**src/rtl/regfile_wb_arbiter.sv**
```systemverilog
// Register file write-port arbiter between the WB stage and a multi-cycle unit, with an MC scoreboard.
// Latency: zero; the grant, write port and hazard outputs are combinational from inputs and registered state.
// Backpressure: WB normally wins. MC is forced after STARVE_LIMIT lost cycles, and then WB sees wb_stall_o.
// Optional: define REGARB_PERF_EN to add the saturating conflict_cnt_o / force_cnt_o counters.
module regfile_wb_arbiter #(
  parameter int unsigned STARVE_LIMIT = 4
) (
  input  logic        clk_i,
  input  logic        rst_i,
  input  logic        wb_valid_i,
  input  logic [4:0]  wb_rd_i,
  input  logic [31:0] wb_data_i,
  output logic        wb_stall_o,
  input  logic        mc_issue_i,
  input  logic [4:0]  mc_issue_rd_i,
  input  logic        mc_valid_i,
  input  logic [4:0]  mc_rd_i,
  input  logic [31:0] mc_data_i,
  output logic        mc_ready_o,
  input  logic [4:0]  rs1_addr_i,
  input  logic [4:0]  rs2_addr_i,
  output logic        hazard_o,
  output logic [4:0]  RDaddr_o,
  output logic [31:0] RDdata_o,
  output logic        RegWrite_o,
  output logic [31:0] pending_o
`ifdef REGARB_PERF_EN
  ,
  output logic [15:0] conflict_cnt_o,
  output logic [15:0] force_cnt_o
`endif
);

  typedef enum logic [1:0] {IDLE, WAIT, FORCE} state_t;

  localparam logic [3:0] LIMIT = 4'(STARVE_LIMIT);

  state_t      state_q, state_d;
  logic [3:0]  cnt_q, cnt_d;
  logic [31:0] pending_q, pending_d;
  logic        mc_grant, wb_grant, force_grant, haz;

  // Arbitration, write-port mux and hazard detection; everything is held at 0 during reset.
  always_comb begin
    force_grant = 1'b0;
    mc_grant    = 1'b0;
    wb_grant    = 1'b0;
    haz         = 1'b0;
    wb_stall_o  = 1'b0;
    mc_ready_o  = 1'b0;
    hazard_o    = 1'b0;
    RegWrite_o  = 1'b0;
    RDaddr_o    = 5'd0;
    RDdata_o    = 32'd0;
    pending_o   = 32'd0;
    if (!rst_i) begin
      force_grant = (state_q == FORCE) && mc_valid_i;
      mc_grant    = force_grant || ((state_q != FORCE) && mc_valid_i && !wb_valid_i);
      wb_grant    = wb_valid_i && !force_grant;
      // Hazards look at registered pending only, so a same-cycle clear still stalls.
      haz = ((rs1_addr_i != 5'd0) && pending_q[rs1_addr_i]) ||
            ((rs2_addr_i != 5'd0) && pending_q[rs2_addr_i]) ||
            (mc_issue_i && pending_q[mc_issue_rd_i]);
      wb_stall_o = force_grant && wb_valid_i;
      mc_ready_o = mc_grant;
      hazard_o   = haz;
      pending_o  = pending_q;
      if (mc_grant) begin
        RegWrite_o = 1'b1;
        RDaddr_o   = mc_rd_i;
        RDdata_o   = mc_data_i;
      end else if (wb_grant) begin
        RegWrite_o = 1'b1;
        RDaddr_o   = wb_rd_i;
        RDdata_o   = wb_data_i;
      end
    end
  end

  // Starvation FSM and scoreboard next state; an issue's set wins over a same-cycle grant's clear.
  always_comb begin
    state_d   = state_q;
    cnt_d     = cnt_q;
    pending_d = pending_q;
    unique case (state_q)
      IDLE: begin
        if (mc_valid_i && !mc_grant) begin
          cnt_d   = 4'd1;
          state_d = (LIMIT == 4'd1) ? FORCE : WAIT;
        end
      end
      WAIT: begin
        if (!mc_valid_i || mc_grant) begin
          cnt_d   = 4'd0;
          state_d = IDLE;
        end else begin
          cnt_d = cnt_q + 4'd1;
          if (cnt_q + 4'd1 == LIMIT) state_d = FORCE;
        end
      end
      FORCE: begin
        if (mc_grant || !mc_valid_i) begin
          cnt_d   = 4'd0;
          state_d = IDLE;
        end
      end
      default: begin
        cnt_d   = 4'd0;
        state_d = IDLE;
      end
    endcase
    if (mc_grant) pending_d[mc_rd_i] = 1'b0;
    if (mc_issue_i && !haz && (mc_issue_rd_i != 5'd0)) pending_d[mc_issue_rd_i] = 1'b1;
    pending_d[0] = 1'b0;
  end

  // State registers with synchronous reset.
  always_ff @(posedge clk_i) begin
    if (rst_i) begin
      state_q   <= IDLE;
      cnt_q     <= 4'd0;
      pending_q <= 32'd0;
    end else begin
      state_q   <= state_d;
      cnt_q     <= cnt_d;
      pending_q <= pending_d;
    end
  end

`ifdef REGARB_PERF_EN
  logic [15:0] conflict_q, force_q;

  // Saturating counters: WB/MC collision cycles and forced MC grants.
  always_ff @(posedge clk_i) begin
    if (rst_i) begin
      conflict_q <= 16'd0;
      force_q    <= 16'd0;
    end else begin
      if (wb_valid_i && mc_valid_i && (conflict_q != 16'hFFFF)) conflict_q <= conflict_q + 16'd1;
      if (force_grant && (force_q != 16'hFFFF)) force_q <= force_q + 16'd1;
    end
  end

  assign conflict_cnt_o = conflict_q;
  assign force_cnt_o    = force_q;
`endif

endmodule

```
**config.mk**
```make
export PLATFORM = sky130hd
export DESIGN_NAME = regfile_wb_arbiter
export DESIGN_NICKNAME = d
export VERILOG_FILES = /design/src/rtl/regfile_wb_arbiter.sv
export SDC_FILE = /design/constraint.sdc
export NUM_CORES = 1
export LEC_CHECK = 0
export CAP_MARGIN = 40
export CORE_UTILIZATION = 40
export CTS_CLUSTER_DIAMETER = 150
export DETAILED_ROUTE_END_ITERATION = 7
export GPL_ROUTABILITY_DRIVEN = 0
export PLACE_DENSITY = 0.83
export SLEW_MARGIN = 25
export SYNTH_ARGS = -nofsm -noshare
export SYNTH_HDL_FRONTEND = slang
export SYNTH_SLANG_ARGS = --single-unit
```
**constraint.sdc**
```tcl
create_clock -name clk_i -period 3.42 [get_ports clk_i]
set_input_delay 0.684 -clock clk_i [delete_from_list [all_inputs] [get_ports clk_i]]
set_output_delay 0.684 -clock clk_i [all_outputs]
set_load 0.01 [all_outputs]
```
==> impl_metrics.toml, run 1 <==
[status]
status = "finished with violations"
violations = "setup timing"

[drt]
first_pass_iters = 5
avgViaCountPerCell = 6.08
routed_wl_um = 13200
wl_per_cell_um = 20.2
vias = 3961
drtAntennaViolNets = 0
drtIter0Drc = 352
drc = 0

[placement]
dp_cells = 637
dp_hpwl_um = 9890
port_buffers = 165

[global_route]
grt_pass1_wl_um = 19000
grt_overflow_total = 0
gr-usage-met2_pct = 57.2
grt.total_usage_pct = 31.8
antenna_found_initial = 0
grt_util_met1_pct = 33.6
globalRouteMet3Util_pct = 10.1
busiest_layer = "met2"
grt_pass1_vias = 3924
grt_max_degree = 37

[setup_path]
critical_path_required_ns = 2.74
path_max_fanout = 2
worstPathArrival_ns = 2.74
cp_slowest_stage_delay_ns = 0.54
cp_slowest_cell = "a221oi_1"
cp-end-kind = "output port"
crit_type = "in2out"
critical_path.cell_chain = "clkdlybuf4s50_1 > mux2_2 > a221oi_1 > o22ai_4 > nor3_4 > a31oi_1 > clkbuf_2"
startpoint_type = "input pin"
crit_buf_inv = 2
cp_top_family = "compound AO/OA/AOI/OAI gates"

[floorplanning]
start_util_pct = 41.7
core-area_mm2 = 0.00729
die_area_mm2 = 0.00795
die_y_um = 89.2
pin_count = 167
row_count = 31
fp.dieW_um = 89.2

[layout]
postLayoutCoreUtil_pct = 73.2
diodes = 0
final_cells = 652
drive_above_1_share_pct = 16.3
multi_input_area_mm2 = 0.00221
regArea_um2 = 741
syn_to_final_growth_pct = 75.7
fin_nets = 648
fill_cells = 521

[yosys]
synthMuxAreaShare_pct = 16.7
synth_top_area_share_pct = 24.4
yosys.area_share.simple_pct = 24.3
yosys.area.top_type = "dfxtp_1"
synth_top_family_by_area = "compound AO/OA/AOI/OAI gates"
synth_top_flop_cell = "dfxtp_1"
mappedNetlistArea_mm2 = 0.00304
synthTopCellsByArea = "dfxtp_1 (24%), a22o_1 (10%), mux4_2 (8.9%)"
postSynthCellCount = 361
ys_ff_latch = 37
ys_seq_area_share_pct = 24.4
synth.most_common_cell = "o21ai_0"
synth_cell_types = 51
synthXorXnorAreaFrac_pct = 0.288
synth-compound-area-share_pct = 28.3
yosysWarnings = 0
synth.avg_cell_area_um2 = 8.42
synthesis.nets = 457
synth_edf_count = 0
ys_top_cells_by_count = "o21ai_0 (44), dfxtp_1 (37), a22o_1 (35), nor2b_1 (35), o21ai_1 (24)"
async_flop_share_pct = 0
synth_fa_ha_area_share_pct = 0.824

[power_and_ir_drop]
power_density_mw_per_mm2 = 213
peakVddDrop_v = 0.000161
total_power_uw = 1140
p_leak_uw = 0.00244

[min_path]
worstHoldPathType = "reg2reg"

[clock_network]
ctsHoldBuffers = 0
cts_tree = "yes"
clock_path_buffers = 2
clk_latency_ns = 0.29
root_buffer = "clkbuf_8"
clkSinkCount = 37
clk_pin_slew_worst_paths_ns = 0.07
cts_made_buffers = 5
h-tree-depth = 2

[sta]
layout_setup_ws_ns = -0.000816
slew_headroom_pct = 63.2
finalHoldViolations = 0
worst_slew_pin_slew_ns = 0.553
period_share_pct = 100
finalWorstPathRequiredPeriod_ns = 3.42
slew_violations = 0
worst_clock_skew_ns = 0.00413
grt_setup_unrepaired = "true"
setup_viol = 1
fmax_mhz = 292

[job]
cap_violations = 0
-- routing by layer --
metal,vias up,routed length (um)
met4,0,619
met5,-,0
met2,285,6730
met3,65,1270
li1,1746,-
met1,1865,4570
-- repair_timing --
action,in CTS,in global routing
cloned,1,0
setup endpoints to repair,1,37
buffers inserted,6,0
pin swaps,4,2
resized for setup,11,36
-- placed cells by master, fill, tap and decap left out, types with 10 or more instances in the layout --
cell               n
clkdlybuf4s50_1  130
o21ai_0           43
buf_4             39
dfxtp_1           37
nor2b_1           35
a22o_1            35
dlymetal6s2s_1    30
o21ai_1           25
mux2i_1           17
nor2_1            14
mux4_2            12
nand2_1           11
nand3b_1          10
-- power breakdown --
group          internal [uW]  total (uW)  switching [uW]
registers                435         441            5.96
logic                    235         399             164
clock network            141         297             156
total                    811        1140             325
-- worst paths after layout --
path / slack (ns) / to / cells after the start / from
worst max-delay path: -0.0008 / hazard_o / 7 / rs1_addr_i[1]
worst min register to register: 0.52 / state_q[1] / 2 / state_q[0]
worst min-delay path: 0.52 / state_q[1] / 2 / state_q[0]
worst max register to register: 0.98 / pending_q[19] / 7 / pending_q[7]
-- state kept, by name, summed over array words and instances, names as in the netlist --
register and count:
cnt_q 4, pending_q 31, state_q 2
-- worst register-to-register path, cell delays in order, from the launching register on --
cell and delay, ns:
dfxtp_1 0.36, mux4_2 0.49, o21ai_0 0.35, o22ai_4 0.14, nor3_4 0.23, buf_4 0.17, nand4_2 0.32, o21ai_1 0.28
-- stage by stage --
step                hold slack [ns]  worst slack (ns)  instance area [um2]  setup TNS, ns
CTS                           0.515            0.0191                 5240              0
floorplan                     0.456             0.510                 3040              0
global route                  0.546           -0.0710                 5340        -0.0710
finish                        0.521         -0.000816                 5340      -0.000816
global placement              0.483            -0.317                 5060         -0.317
detailed placement            0.500            -0.371                 5060         -0.371
-- kinds of logic (layout without fill, tap and decap cells) --
kind of cell	Yosys count	in the layout
DFF	37	37
muxes	35	35
other	1	1
AOI/OAI and AO/OA	132	132
adders and majority gates	2	2
and+or+nand+nor	118	118
xor gates and xnor gates	1	1
buffers and inverters	35	227
-- layout make-up --
cell class                      count  share of cell area (%)
Multi-Input combinational cell    289                    41.4
Clock inverter                      2                   0.188
Clock buffer                        6                    1.36
Tap cell                           99                    2.32
Inverter                            8                   0.563
Timing Repair Buffer              211                    40.3
Sequential cell                    37                    13.9
(Power assumes the default switching activity.)
==> run 2, diff against run 1 <==
--- a/config.mk
+++ b/config.mk
@@ -11,7 +11,6 @@
 export DETAILED_ROUTE_END_ITERATION = 7
 export GPL_ROUTABILITY_DRIVEN = 0
 export PLACE_DENSITY = 0.83
-export SLEW_MARGIN = 25
 export SYNTH_ARGS = -nofsm -noshare
 export SYNTH_HDL_FRONTEND = slang
 export SYNTH_SLANG_ARGS = --single-unit
==> results of run 2 <==
Same layout as run 1: the final DEF is identical, and so are final timing and power.
==> run 3, diff against run 2 <==
--- a/config.mk
+++ b/config.mk
@@ -6,6 +6,8 @@
 export NUM_CORES = 1
 export LEC_CHECK = 0
 export CAP_MARGIN = 40
+export CORE_ASPECT_RATIO = 2
+export CORE_MARGIN = 3
 export CORE_UTILIZATION = 40
 export CTS_CLUSTER_DIAMETER = 150
 export DETAILED_ROUTE_END_ITERATION = 7
==> run 3 against run 2 <==
Compared with the run above:
- the run now ends clean
- clock skew rose by 0.0012 ns
- count of clock-buffer cells in the layout did not move
- sequential share of layout area barely moved
- power rose by 13%
- sequential cell count did not move
- design area rose by 0.23%
- non-clock buffer count rose by 4
- utilization fell by 0.13 points
- clock power rose by 49%
- global-route usage fell by 0.37 points
- critical path depth rose by 1
==> impl_metrics.toml, run 3 (synthesis results as in run 1) <==
[sta]
final.hold.worst_slack_ns = 0.510
period_share_pct = 98.2
setup_viol = 0
worst_clock_skew_ns = 0.00529
slew_violations = 0
fmax_mhz = 298
layout_setup_ws_ns = 0.0613
finalHoldViolations = 0
finalWorstPathRequiredPeriod_ns = 3.36

[global_route]
busiest_layer = "met2"
gr-usage-met2_pct = 57.2
antenna_found_initial = 0
grt_overflow_total = 0
grt_util_met1_pct = 27.4
grt_pass1_vias = 4109
grt_max_degree = 37
grt.total_usage_pct = 31.5
grt_pass1_wl_um = 20300
globalRouteMet3Util_pct = 8.67

[layout]
final_cells = 649
fill_cells = 526
largest_register_ffs = 31
final_cell_mix = "clkdlybuf4s50_1 (142), o21ai_0 (44), buf_4 (44)"
regArea_um2 = 741
final_common_cell = "clkdlybuf4s50_1"
syn_to_final_growth_pct = 76.1
regMostFlops = "pending_q"
fin_nets = 652
reg.largest.list = "pending_q (31), cnt_q (4), state_q (2)"
fin_area_mm2 = 0.00535
multi_input_area_mm2 = 0.00219
drive_above_1_share_pct = 16.9
diodes = 0

[placement]
dp_hpwl_um = 10700
dp_cells = 632
place_ws_ns = -0.342
dpl_cell_area_mm2 = 0.00505
port_buffers = 165

[setup_path]
r2r_end = "pending_q[9]"
reg2reg_from = "pending_q[3]"
reg2reg_depth = 8
crit_type = "in2out"
cp-end-kind = "output port"
r2r_slack_ns = 1.06
worstPathArrival_ns = 2.67
critical_path_required_ns = 2.74
startpoint_type = "input pin"
path_max_fanout = 7

[clock_network]
clk_latency_ns = 0.29
clkSinkCount = 37
root_buffer = "clkbuf_16"
clk_pin_slew_worst_paths_ns = 0.05
h-tree-depth = 2
clock_path_buffers = 2
cts_tree = "yes"
cts_made_buffers = 5

[drt]
drtIter0Drc = 304
routed_wl_um = 13400
first_pass_iters = 5
drc = 0
avgViaCountPerCell = 6.02
vias = 3906
wl_per_cell_um = 20.6
drtAntennaViolNets = 0

[floorplanning]
fp.dieW_um = 67.6
die_area_mm2 = 0.00874
start_util_pct = 41.5
pin_count = 167
die_y_um = 129
row_count = 44
core-area_mm2 = 0.00732

[job]
cap_violations = 0

[power_and_ir_drop]
p_leak_uw = 0.00227
power_density_mw_per_mm2 = 240
peakVddDrop_v = 0.000209

[min_path]
holdCritStartpoint = "state_q[1]"
hold_path_end = "cnt_q[0]"
whs_path_depth = 1
worstHoldPathType = "reg2reg"

[status]
status = "completed"
-- run 3: cell types whose count changed in the layout (fill, tap and decap cells not counted), sizes merged --
cell / previous run / this run
buf: 45 / 49
clkbuf: 7 / 6
clkdlybuf4s15: 0 / 1
clkdlybuf4s50: 130 / 142
dlygate4sd2: 4 / 6
dlymetal6s2s: 30 / 16
-- run 3: where the power goes --
group | leakage [uW] | switching, uW | internal [uW] | total, uW
Combinational | 0.00190 | 160 | 239 | 399
Sequential | 0.000299 | 6.45 | 436 | 442
Clock | 0.0000706 | 175 | 267 | 442
-- run 3: area by class of cell --
cell class / count / share of cell area (%)
clock inverter: 2 / 0.187
multi-input combinational: 289 / 40.9
tap: 92 / 2.15
clock buffer: 6 / 2.41
inverter: 8 / 0.561
timing repair buffer: 215 / 40.0
sequential: 37 / 13.8
-- run 3: worst max-delay path by stage --
| stage | startpoint | slack [ns] | endpoint |
|---|---|---|---|
| 2_1_floorplan | mc_issue_rd_i[1] | 0.51 | hazard_o |
| 3_3_place_gp | rs1_addr_i[0] | -0.34 | hazard_o |
| 3_5_place_dp | rs1_addr_i[0] | -0.34 | hazard_o |
| 4_1_cts | rs2_addr_i[0] | 0.009 | hazard_o |
| 5_1_grt | rs2_addr_i[0] | -0.004 | hazard_o |
| 6_report | rs2_addr_i[0] | 0.06 | hazard_o |
-- run 3: metrics by stage --
stage	util, %	power, uW	TNS (ns)
final	73.1	1280	0
after global routing	73.1	1320	-0.00400
after CTS	72.2	1280	0
after detailed placement	69.0	835	-0.342
after global placement	69.0	829	-0.339
after floorplan	-	595	0
-- run 3: what timing repair did --
item                       4_1_cts  5_1_grt
setup endpoints to repair        1       36
hold buffers                     0        0
hold endpoints to repair         0        0
buffers inserted                 6        2
gates resized for setup         12       19
pin swaps                        3        2
gates cloned                     1        0
-- run 3: critical path: stages --
cell and delay (ns):
clkdlybuf4s50_1 0.47, buf_6 0.15, mux4_2 0.53, mux2i_2 0.20, o22ai_2 0.11, nor3_4 0.19, a31oi_1 0.10, clkdlybuf4s15_1 0.24
-- run 3: metal layers --
layer | share of wire, % | wire, um
met3 | 7.0 | 940
met2 | 55 | 7330
met1 | 30 | 4080
met5 | 0 | 0
met4 | 7.8 | 1050
